$ cat src/rtl/mem_access_pkg.sv
// Shared types and constants for the load/store access controller.
// Latency: none (types and constants only).
// Backpressure: none (types and constants only).
package mem_access_pkg;

  typedef enum logic [1:0] {
    IDLE    = 2'd0,
    RAM_ACC = 2'd1,
    IO_ACC  = 2'd2,
    DONE    = 2'd3
  } state_t;

  localparam logic [31:0] IO_BASE_DEF  = 32'd1024;
  localparam logic [31:0] TIMEOUT_DATA = 32'hDEAD_BEEF;

  typedef struct packed {
    logic        we;
    logic [31:0] addr;
    logic [31:0] wdata;
    logic        sel;
  } req_t;

endpackage

$ cat src/rtl/mem_access_ctrl.sv
// Routes one load/store per transaction to the sync data RAM (sel=0) or the handshaked IO bus (sel=1).
// Latency: store to RAM 2 cycles, RAM load RAM_LAT+1, IO access io_ready wait + 2 cycles.
// Backpressure: stall is high while RAM_ACC/IO_ACC; optional IO timeout under MEM_IO_TIMEOUT_EN.
module mem_access_ctrl
  import mem_access_pkg::*;
#(
  parameter int          RAM_AW  = 10,
  parameter int          RAM_LAT = 1,
  parameter logic [31:0] IO_BASE = IO_BASE_DEF,
  parameter int          IO_AW   = 4
`ifdef MEM_IO_TIMEOUT_EN
  ,
  parameter int          TIMEOUT = 16
`endif
) (
  input  logic              clk,
  input  logic              rst_n,
  input  logic              req_valid,
  input  logic              req_we,
  input  logic [31:0]       req_addr,
  input  logic [31:0]       req_wdata,
  input  logic              sel,
  output logic              stall,
  output logic              rsp_valid,
  output logic [31:0]       rsp_rdata,
  output logic              ram_en,
  output logic              ram_we,
  output logic [RAM_AW-1:0] ram_addr,
  output logic [31:0]       ram_wdata,
  input  logic [31:0]       ram_rdata,
  output logic              io_req,
  output logic              io_we,
  output logic [IO_AW-1:0]  io_addr,
  output logic [31:0]       io_wdata,
  input  logic [31:0]       io_rdata,
  input  logic              io_ready
`ifdef MEM_IO_TIMEOUT_EN
  ,
  output logic              io_err
`endif
);

  state_t      state, state_nxt;
  req_t        req_q;
  logic [1:0]  lat_cnt, lat_cnt_nxt;
  logic [31:0] rdata_q, rdata_nxt;
  logic        accept;
  logic        ram_act;
  logic        io_act;
`ifdef MEM_IO_TIMEOUT_EN
  logic [7:0]  to_cnt, to_cnt_nxt;
  logic        err_q, err_nxt;
`endif

  // A new request is taken whenever the controller is not busy, including the DONE cycle.
  assign accept = req_valid && ((state == IDLE) || (state == DONE));

  // Next-state and response-data selection.
  always_comb begin
    state_nxt   = state;
    lat_cnt_nxt = lat_cnt;
    rdata_nxt   = rdata_q;
`ifdef MEM_IO_TIMEOUT_EN
    to_cnt_nxt  = to_cnt;
    err_nxt     = 1'b0;
`endif
    case (state)
      IDLE, DONE: begin
        if (req_valid) begin
          state_nxt   = sel ? IO_ACC : RAM_ACC;
          lat_cnt_nxt = 2'd0;
`ifdef MEM_IO_TIMEOUT_EN
          to_cnt_nxt  = 8'd0;
`endif
        end else begin
          state_nxt = IDLE;
        end
      end
      RAM_ACC: begin
        if (req_q.we) begin
          state_nxt = DONE;
          rdata_nxt = 32'd0;
        end else if (lat_cnt == 2'(RAM_LAT - 1)) begin
          state_nxt = DONE;
          rdata_nxt = ram_rdata;
        end else begin
          lat_cnt_nxt = lat_cnt + 2'd1;
        end
      end
      IO_ACC: begin
        if (io_ready) begin
          state_nxt = DONE;
          rdata_nxt = req_q.we ? 32'd0 : io_rdata;
        end
`ifdef MEM_IO_TIMEOUT_EN
        else if (to_cnt == 8'(TIMEOUT - 1)) begin
          state_nxt = DONE;
          rdata_nxt = TIMEOUT_DATA;
          err_nxt   = 1'b1;
        end else begin
          to_cnt_nxt = to_cnt + 8'd1;
        end
`endif
      end
      default: state_nxt = IDLE;
    endcase
  end

  // State, captured request, counters and held response data.
  always_ff @(posedge clk or negedge rst_n) begin
    if (!rst_n) begin
      state   <= IDLE;
      req_q   <= '0;
      lat_cnt <= 2'd0;
      rdata_q <= 32'd0;
`ifdef MEM_IO_TIMEOUT_EN
      to_cnt  <= 8'd0;
      err_q   <= 1'b0;
`endif
    end else begin
      state   <= state_nxt;
      lat_cnt <= lat_cnt_nxt;
      rdata_q <= rdata_nxt;
      if (accept) begin
        req_q <= '{we: req_we, addr: req_addr, wdata: req_wdata, sel: sel};
      end
`ifdef MEM_IO_TIMEOUT_EN
      to_cnt  <= to_cnt_nxt;
      err_q   <= err_nxt;
`endif
    end
  end

  // The registered routing bit qualifies each bus so only the selected target is driven.
  assign ram_act = (state == RAM_ACC) && !req_q.sel;
  assign io_act  = (state == IO_ACC) && req_q.sel;

  assign stall     = (state == RAM_ACC) || (state == IO_ACC);
  assign rsp_valid = (state == DONE);
  assign rsp_rdata = rdata_q;

  assign ram_en    = ram_act && (lat_cnt == 2'd0);
  assign ram_we    = ram_act && req_q.we;
  assign ram_addr  = ram_act ? req_q.addr[RAM_AW-1:0] : '0;
  assign ram_wdata = ram_act ? req_q.wdata : 32'd0;

  // IO offset: full 32-bit subtraction, then truncation to the register offset width.
  assign io_req   = io_act;
  assign io_we    = io_act && req_q.we;
  assign io_addr  = io_act ? IO_AW'(req_q.addr - IO_BASE) : '0;
  assign io_wdata = io_act ? req_q.wdata : 32'd0;

`ifdef MEM_IO_TIMEOUT_EN
  assign io_err = (state == DONE) && err_q;
`endif

endmodule

$ cat config.mk
export PLATFORM = sky130hd
export DESIGN_NAME = mem_access_ctrl
export DESIGN_NICKNAME = d
export VERILOG_FILES = /design/src/rtl/mem_access_pkg.sv /design/src/rtl/mem_access_ctrl.sv
export SDC_FILE = /design/constraint.sdc
export NUM_CORES = 1
export LEC_CHECK = 0
export CORE_AREA = 2 2 97 99
export CTS_CLUSTER_SIZE = 8
export DETAILED_ROUTE_END_ITERATION = 8
export DIE_AREA = 0 0 99 101
export DONT_BUFFER_PORTS = 1
export GPL_ROUTABILITY_DRIVEN = 1
export PLACE_DENSITY_LB_ADDON = 0.1
export REMOVE_ABC_BUFFERS = 1
export SKIP_LAST_GASP = 1
export SLEW_MARGIN = 0
export SYNTH_ARGS = -nofsm -noshare
export SYNTH_HDL_FRONTEND = slang
export SYNTH_SLANG_ARGS = --single-unit
$ cat constraint.sdc
create_clock -name clk -period 1.7 [get_ports clk]
set_input_delay 0.34 -clock clk [delete_from_list [all_inputs] [get_ports clk]]
set_output_delay 0.34 -clock clk [all_outputs]
set_load 0.005 [all_outputs]
==> results of run 1 <==
-- worst max-delay path: stages (launching register included) --
cell and delay [ns]:
dfrtp_1 0.42, inv_2 0.09, ha_4 0.13, buf_6 0.09, nor2b_4 0.15, buf_12 0.14, buf_12 0.13, and2_4 0.16
-- timing repair --
item	in CTS	in global routing
gates resized for setup	75	82
buffers inserted	21	14
endpoints found under the hold margin	80	80
endpoints found under the setup margin	157	163
cloned	18	3
pin swaps	2	7
-- worst paths after layout --
kind	from	to	slack [ns]
min reg2reg	req_q[38]	req_q[38]	0.52
max in group asynchronous	rst_n	req_q[40]	1.89
min in group clk	req_wdata[17]	req_q[18]	0.14
max	state[1]	ram_wdata[29]	-0.30
min	rst_n	rsp_rdata[10]	-0.31
max reg2reg	state[1]	rsp_rdata[16]	-0.28
-- metrics by stage --
stage | utilization, % | std cells | setup slack, ns | hold WS [ns] | area, µm²
6_report | 65.8 | 524 | -0.299 | -0.315 | 5910
5_1_grt | 65.8 | 524 | -0.373 | -0.342 | 5910
4_1_cts | 62.7 | 517 | -0.375 | -0.330 | 5630
3_5_place_dp | 49.7 | 462 | -0.0843 | 0.0464 | 4460
3_3_place_gp | 49.7 | 462 | -0.0653 | 0.0470 | 4460
2_1_floorplan | - | 337 | -1.77 | 0.0444 | 4160
-- layout make-up --
class,count,area [µm²]
fill,666,3070
multi-input combinational,251,2510
sequential,80,2000
timing repair buffer,60,993
clock buffer,12,155
tap,111,139
clock inverter,4,76.3
inverter,6,28.8
-- cell families after synthesis --
| family | share of synthesized area (%) |
|---|---|
| flops | 46.6 |
| fa+ha+maj | 1.16 |
| simple gates | 17.2 |
| mux | 30.2 |
| compound gates | 1.19 |
| buf+inv | 3.67 |
-- power breakdown --
part | switching [mW] | internal (mW) | total (mW)
clock | 0.704 | 0.912 | 1.62
combinational | 3.33 | 5.53 | 8.87
sequential | 0.766 | 2.83 | 3.60
total | 4.81 | 9.28 | 14.1
-- state kept, by name, indices dropped and copies added (netlist names) --
register   count
state          2
req_q         44
lat_cnt        2
rsp_rdata     32
-- layout by cell type (no fill, tap or decap), drive strengths merged --
cell	instances
a31oi	1
o2111ai	1
inv	5
nor3	1
a21oi	2
dfrtp	80
o21a	1
mux2	75
ha	4
nand3	3
nand2	4
a2bb2oi	1
clkinv	1
and2	45
nor3b	2
nor2	35
clkinvlp	2
clkbuf	15
o21ai	2
mux2i	34
buf	57
nor2b	3
and3	37
bufinv	2
-- metal layers --
layer | up-vias | global-route usage, % | share of wire [%] | wire (µm)
li1 | 1329 | - | - | -
met2 | 183 | 40.9 | 51 | 6380
met5 | - | 0 | 0 | 0
met1 | 1497 | 28.7 | 39 | 4880
met3 | 15 | 5.20 | 7.9 | 978
met4 | 0 | 5.90 | 1.4 | 171
==> impl_metrics.env, run 1 <==
export IMPL_relSlewSlack_pct=74.6
export IMPL_cap_violations=0
export IMPL_grt_util_all_layers_pct=23.1
export IMPL_critPathCaptureType="primary output"
export IMPL_cts_buffers=9
export IMPL_num_nets_final=546
export IMPL_drv_slew=0
export IMPL_setup_slack_ns=-0.299
export IMPL_clockBufferDepth=2
export IMPL_finalHoldViolCount=80
export IMPL_avgViaCountPerCell=5.77
export IMPL_grt_pass1_vias=3020
export IMPL_antenna_cells=0
export IMPL_die_h_um=101
export IMPL_synth_edf_count=0
export IMPL_ys_warn_count=0
export IMPL_synth_ff_type="dfrtp_1"
export IMPL_synth_area_leaders="dfrtp_1 (47%), mux2_2 (12%), mux2_4 (10%), mux2i_1 (7.9%), and2_1 (6.6%)"
export IMPL_htree_levels=3
export IMPL_cp_arrival_ns=1.66
export IMPL_die_w_um=99
export IMPL_period_share_pct=118
export IMPL_drc=0
export IMPL_max_freq_mhz=500
export IMPL_status="finished, violations left"
export IMPL_worst_ep_required_time_ns=1.36
export IMPL_dr_total_vias=3024
export IMPL_grt_max_degree=81
export IMPL_antenna_left=0
export IMPL_synth_top_cell_area_share_pct=46.6
export IMPL_ys_types=25
export IMPL_initial_core_util_pct=47.9
export IMPL_peakVddDrop_uv=1530
export IMPL_path_clk_slew_ns=0.08
export IMPL_violations="negative hold slack, negative setup slack"
export IMPL_syn_inst=364
export IMPL_grt_overflow_total=0
export IMPL_synthTopCellsByCount="dfrtp_1 (80), and2_1 (45), mux2_2 (45), and3_1 (37), nor2_1 (35)"
export IMPL_drt_iter0_drc=83
export IMPL_avgSynthCellArea_um2=11.8
export IMPL_portBuffers=0
export IMPL_synth_seq_cells=80
export IMPL_worst_slew_pin_slew_ns=0.381
export IMPL_wire_per_inst_um=23.7
export IMPL_cts_root_buf="clkbuf_8"
export IMPL_die_area_um2=10000
export IMPL_wirelength_mm=12.4
export IMPL_antenna_found_initial=0
export IMPL_synth_area_um2=4300
export IMPL_gp_congestion=0.749
export IMPL_io_pins=250
export IMPL_clock_sinks=80
export IMPL_hp_class="primary input to asynchronous set/reset pin"
export IMPL_ys_seq_area_share_pct=46.6
export IMPL_cts_tree="yes"
export IMPL_core_rowCount=35
export IMPL_yosysMostFrequentCell="dfrtp_1"
export IMPL_dr_pass1_iters=4
export IMPL_coreArea_um2=8980
export IMPL_p_leak_nw=2.92
export IMPL_rr_worst_depth=9
export IMPL_path_class="register to primary output"
export IMPL_finalSetupViolations=159
export IMPL_synth_top_cell_by_area="dfrtp_1"
export IMPL_dp_hpwl_mm=6.23
export IMPL_skew_ns=0.00731
export IMPL_grt_pass1_wl_mm=17.5
export IMPL_clk_latency_ns=0.34
export IMPL_total_power_mw=14.1
export IMPL_area_delta_synth_final_pct=37.5
export IMPL_power_per_cell_area_nw_per_um2=2380
export IMPL_setup_tns_ns=-35.69
export IMPL_hold_slack_ns=-0.315
export IMPL_cp_start_kind="register"
export IMPL_fin_crit_ns=2.00
export IMPL_synth_async_reset_ratio_pct=100
export IMPL_drive_gt1_share_pct=51.3
export IMPL_rsz0062_at_grt="true"
export IMPL_crit_fanout=11
No activity file was read; power rests on OpenSTA's default activity.
==> run 2: changes to the inputs <==
- CAP_MARGIN: unset -> 20
- CORE_AREA: 2 2 97 99 -> unset
- CORE_MARGIN: unset -> 4
- CORE_UTILIZATION: unset -> 55
- DIE_AREA: 0 0 99 101 -> unset
==> run 2 against run 1 <==
- the run still ends with negative hold slack, negative setup slack left
- cell count down 2.3%
- first-iteration DRC count decreased by 1.2%
- combinational power fell by 7.2%
- critical path type unchanged
- final area down 3.3%
==> impl_metrics.env, run 2 (synthesized netlist as in run 1, its figures left out) <==
export IMPL_gp_congestion=0.797
export IMPL_dp_hpwl_mm=6.92
export IMPL_grt_pass1_wl_mm=15.5
export IMPL_avgViaCountPerCell=5.84
export IMPL_crit_fanout=6
export IMPL_dr_total_vias=2989
export IMPL_initial_core_util_pct=58.0
export IMPL_area_delta_synth_final_pct=32.9
export IMPL_hp_class="primary input to asynchronous set/reset pin"
export IMPL_antenna_left=0
export IMPL_clock_sinks=80
export IMPL_power_per_cell_area_nw_per_um2=2320
export IMPL_worst_slew_pin_slew_ns=0.386
export IMPL_antenna_found_initial=1
export IMPL_cp_start_kind="register"
export IMPL_worst_path_most_repeated_cell="buf_6"
export IMPL_hold_slack_ns=-0.314
export IMPL_finalHoldViolCount=80
export IMPL_drv_slew=0
export IMPL_die_w_um=96.4
export IMPL_p_leak_nw=2.74
export IMPL_path_class="register to primary output"
export IMPL_cts_tree="yes"
export IMPL_max_freq_mhz=499
export IMPL_grt_max_degree=81
export IMPL_io_pins=250
export IMPL_antenna_cells=0
export IMPL_path_clk_slew_ns=0.08
export IMPL_coreArea_um2=7410
export IMPL_wirelength_mm=12.0
export IMPL_worst_ep_required_time_ns=1.36
export IMPL_period_share_pct=118
export IMPL_clk_latency_ns=0.34
export IMPL_fin_crit_ns=2.00
export IMPL_dr_pass1_iters=4
export IMPL_total_power_mw=13.3
export IMPL_cp_top_family="buffers and inverters"
export IMPL_cp_slowest_cell="dfrtp_1"
export IMPL_drive_gt1_share_pct=53.3
export IMPL_portBuffers=0
export IMPL_die_area_um2=9290
export IMPL_critPathCaptureType="primary output"
export IMPL_grt_overflow_total=0
export IMPL_violations="negative hold slack, negative setup slack"
export IMPL_grt_util_all_layers_pct=22.4
export IMPL_largest_register="req_q"
export IMPL_peakVddDrop_uv=1560
export IMPL_setup_slack_ns=-0.304
export IMPL_cts_buffers=9
export IMPL_core_rowCount=31
export IMPL_crit_buf_inv=4
export IMPL_drc=0
export IMPL_layout_common_cells="dfrtp_1 (80), mux2_4 (48), and2_4 (43), mux2i_1 (34), nor2_1 (34)"
export IMPL_num_nets_final=546
export IMPL_clockBufferDepth=2
export IMPL_finalSetupViolations=144
export IMPL_die_h_um=96.4
export IMPL_relSlewSlack_pct=74.2
export IMPL_largest_register_ff_count=44
export IMPL_cp_arrival_ns=1.66
export IMPL_htree_levels=3
export IMPL_layout_commonest_cell="dfrtp_1"
export IMPL_cap_violations=0
export IMPL_grt_pass1_vias=2906
export IMPL_rsz0062_at_grt="true"
export IMPL_post_place_ws_ns=-0.0819
export IMPL_max_stage_delay_ns=0.40
export IMPL_cts_root_buf="clkbuf_8"
export IMPL_wire_per_inst_um=23.5
export IMPL_skew_ns=0.00846
export IMPL_drt_iter0_drc=82
export IMPL_status="finished, violations left"
export IMPL_crit_chain="inv_2 > ha_4 > buf_6 > nor2b_4 > buf_4 > buf_6 > and2_4"
[run 2: path summary, 6_finish.rpt]
| kind | start | end | slack, ns | cells after the start |
|---|---|---|---|---|
| worst min register to register | req_q[39] | req_q[39] | 0.51 | 1 |
| max in group asynchronous | rst_n | req_q[24] | 1.91 | 0 |
| min in group clk | req_wdata[21] | req_q[22] | 0.14 | 1 |
| worst min-delay path | rst_n | rsp_rdata[0] | -0.31 | 0 |
| worst max register to register | state[0] | rsp_rdata[2] | -0.28 | 9 |
| worst max-delay path | state[1] | ram_en | -0.30 | 7 |
[run 2: worst reg2reg max path, cell delays in order, from the launching register on]
cell     delay (ns)
dfrtp_1        0.42
ha_4           0.18
buf_4          0.13
buf_6          0.10
nor3b_4        0.15
nor3_4         0.20
buf_12         0.15
buf_12         0.13
buf_16         0.12
mux2_4         0.29
[run 2: where the power goes]
part | switching (mW) | total (mW) | internal [mW]
registers | 0.753 | 3.59 | 2.83
logic | 3.08 | 8.23 | 5.15
clock network | 0.679 | 1.44 | 0.760
total | 4.51 | 13.3 | 8.74
[run 2: timing repair]
action,4_1_cts,5_1_grt
setup buffers,17,10
resized for setup,47,82
pin swaps,1,2
endpoints found under the hold margin,80,80
setup endpoints to repair,158,153
cloned,10,9
[run 2: through the flow]
step	hold WS, ns	std cells	TNS [ns]	util, %	area [µm²]
after floorplan	0.0444	337	-126.18	-	4160
after global placement	0.0460	456	-0.0490	60.4	4480
after detailed placement	0.0457	456	-1.70	60.4	4480
after CTS	-0.333	498	-27.90	71.1	5260
after global routing	-0.350	512	-38.77	77.1	5710
final	-0.314	512	-28.36	77.1	5710
[run 2: cell type report]
type	count	area [µm²]
clock buffers	12	155
clock inverters	4	52.6
fillers	441	1700
inverters	6	30.0
multi-input cells	251	2450
flip-flops and latches	80	2000
well taps	99	124
repair buffers	60	895
[run 2: metal layers]
layer,GRT usage (%),wire length [µm],vias to the layer above
li1,-,-,1334
met1,25.1,4380,1468
met2,40.9,6420,166
met3,6.74,1060,19
met4,6.43,145,2
met5,0,12,-
==> run 3: changes to the inputs <==
- ABC_AREA: unset -> 0
- CAP_MARGIN: 20 -> unset
==> results of run 3 <==
Final layout, timing and power as in run 2 (identical DEF).
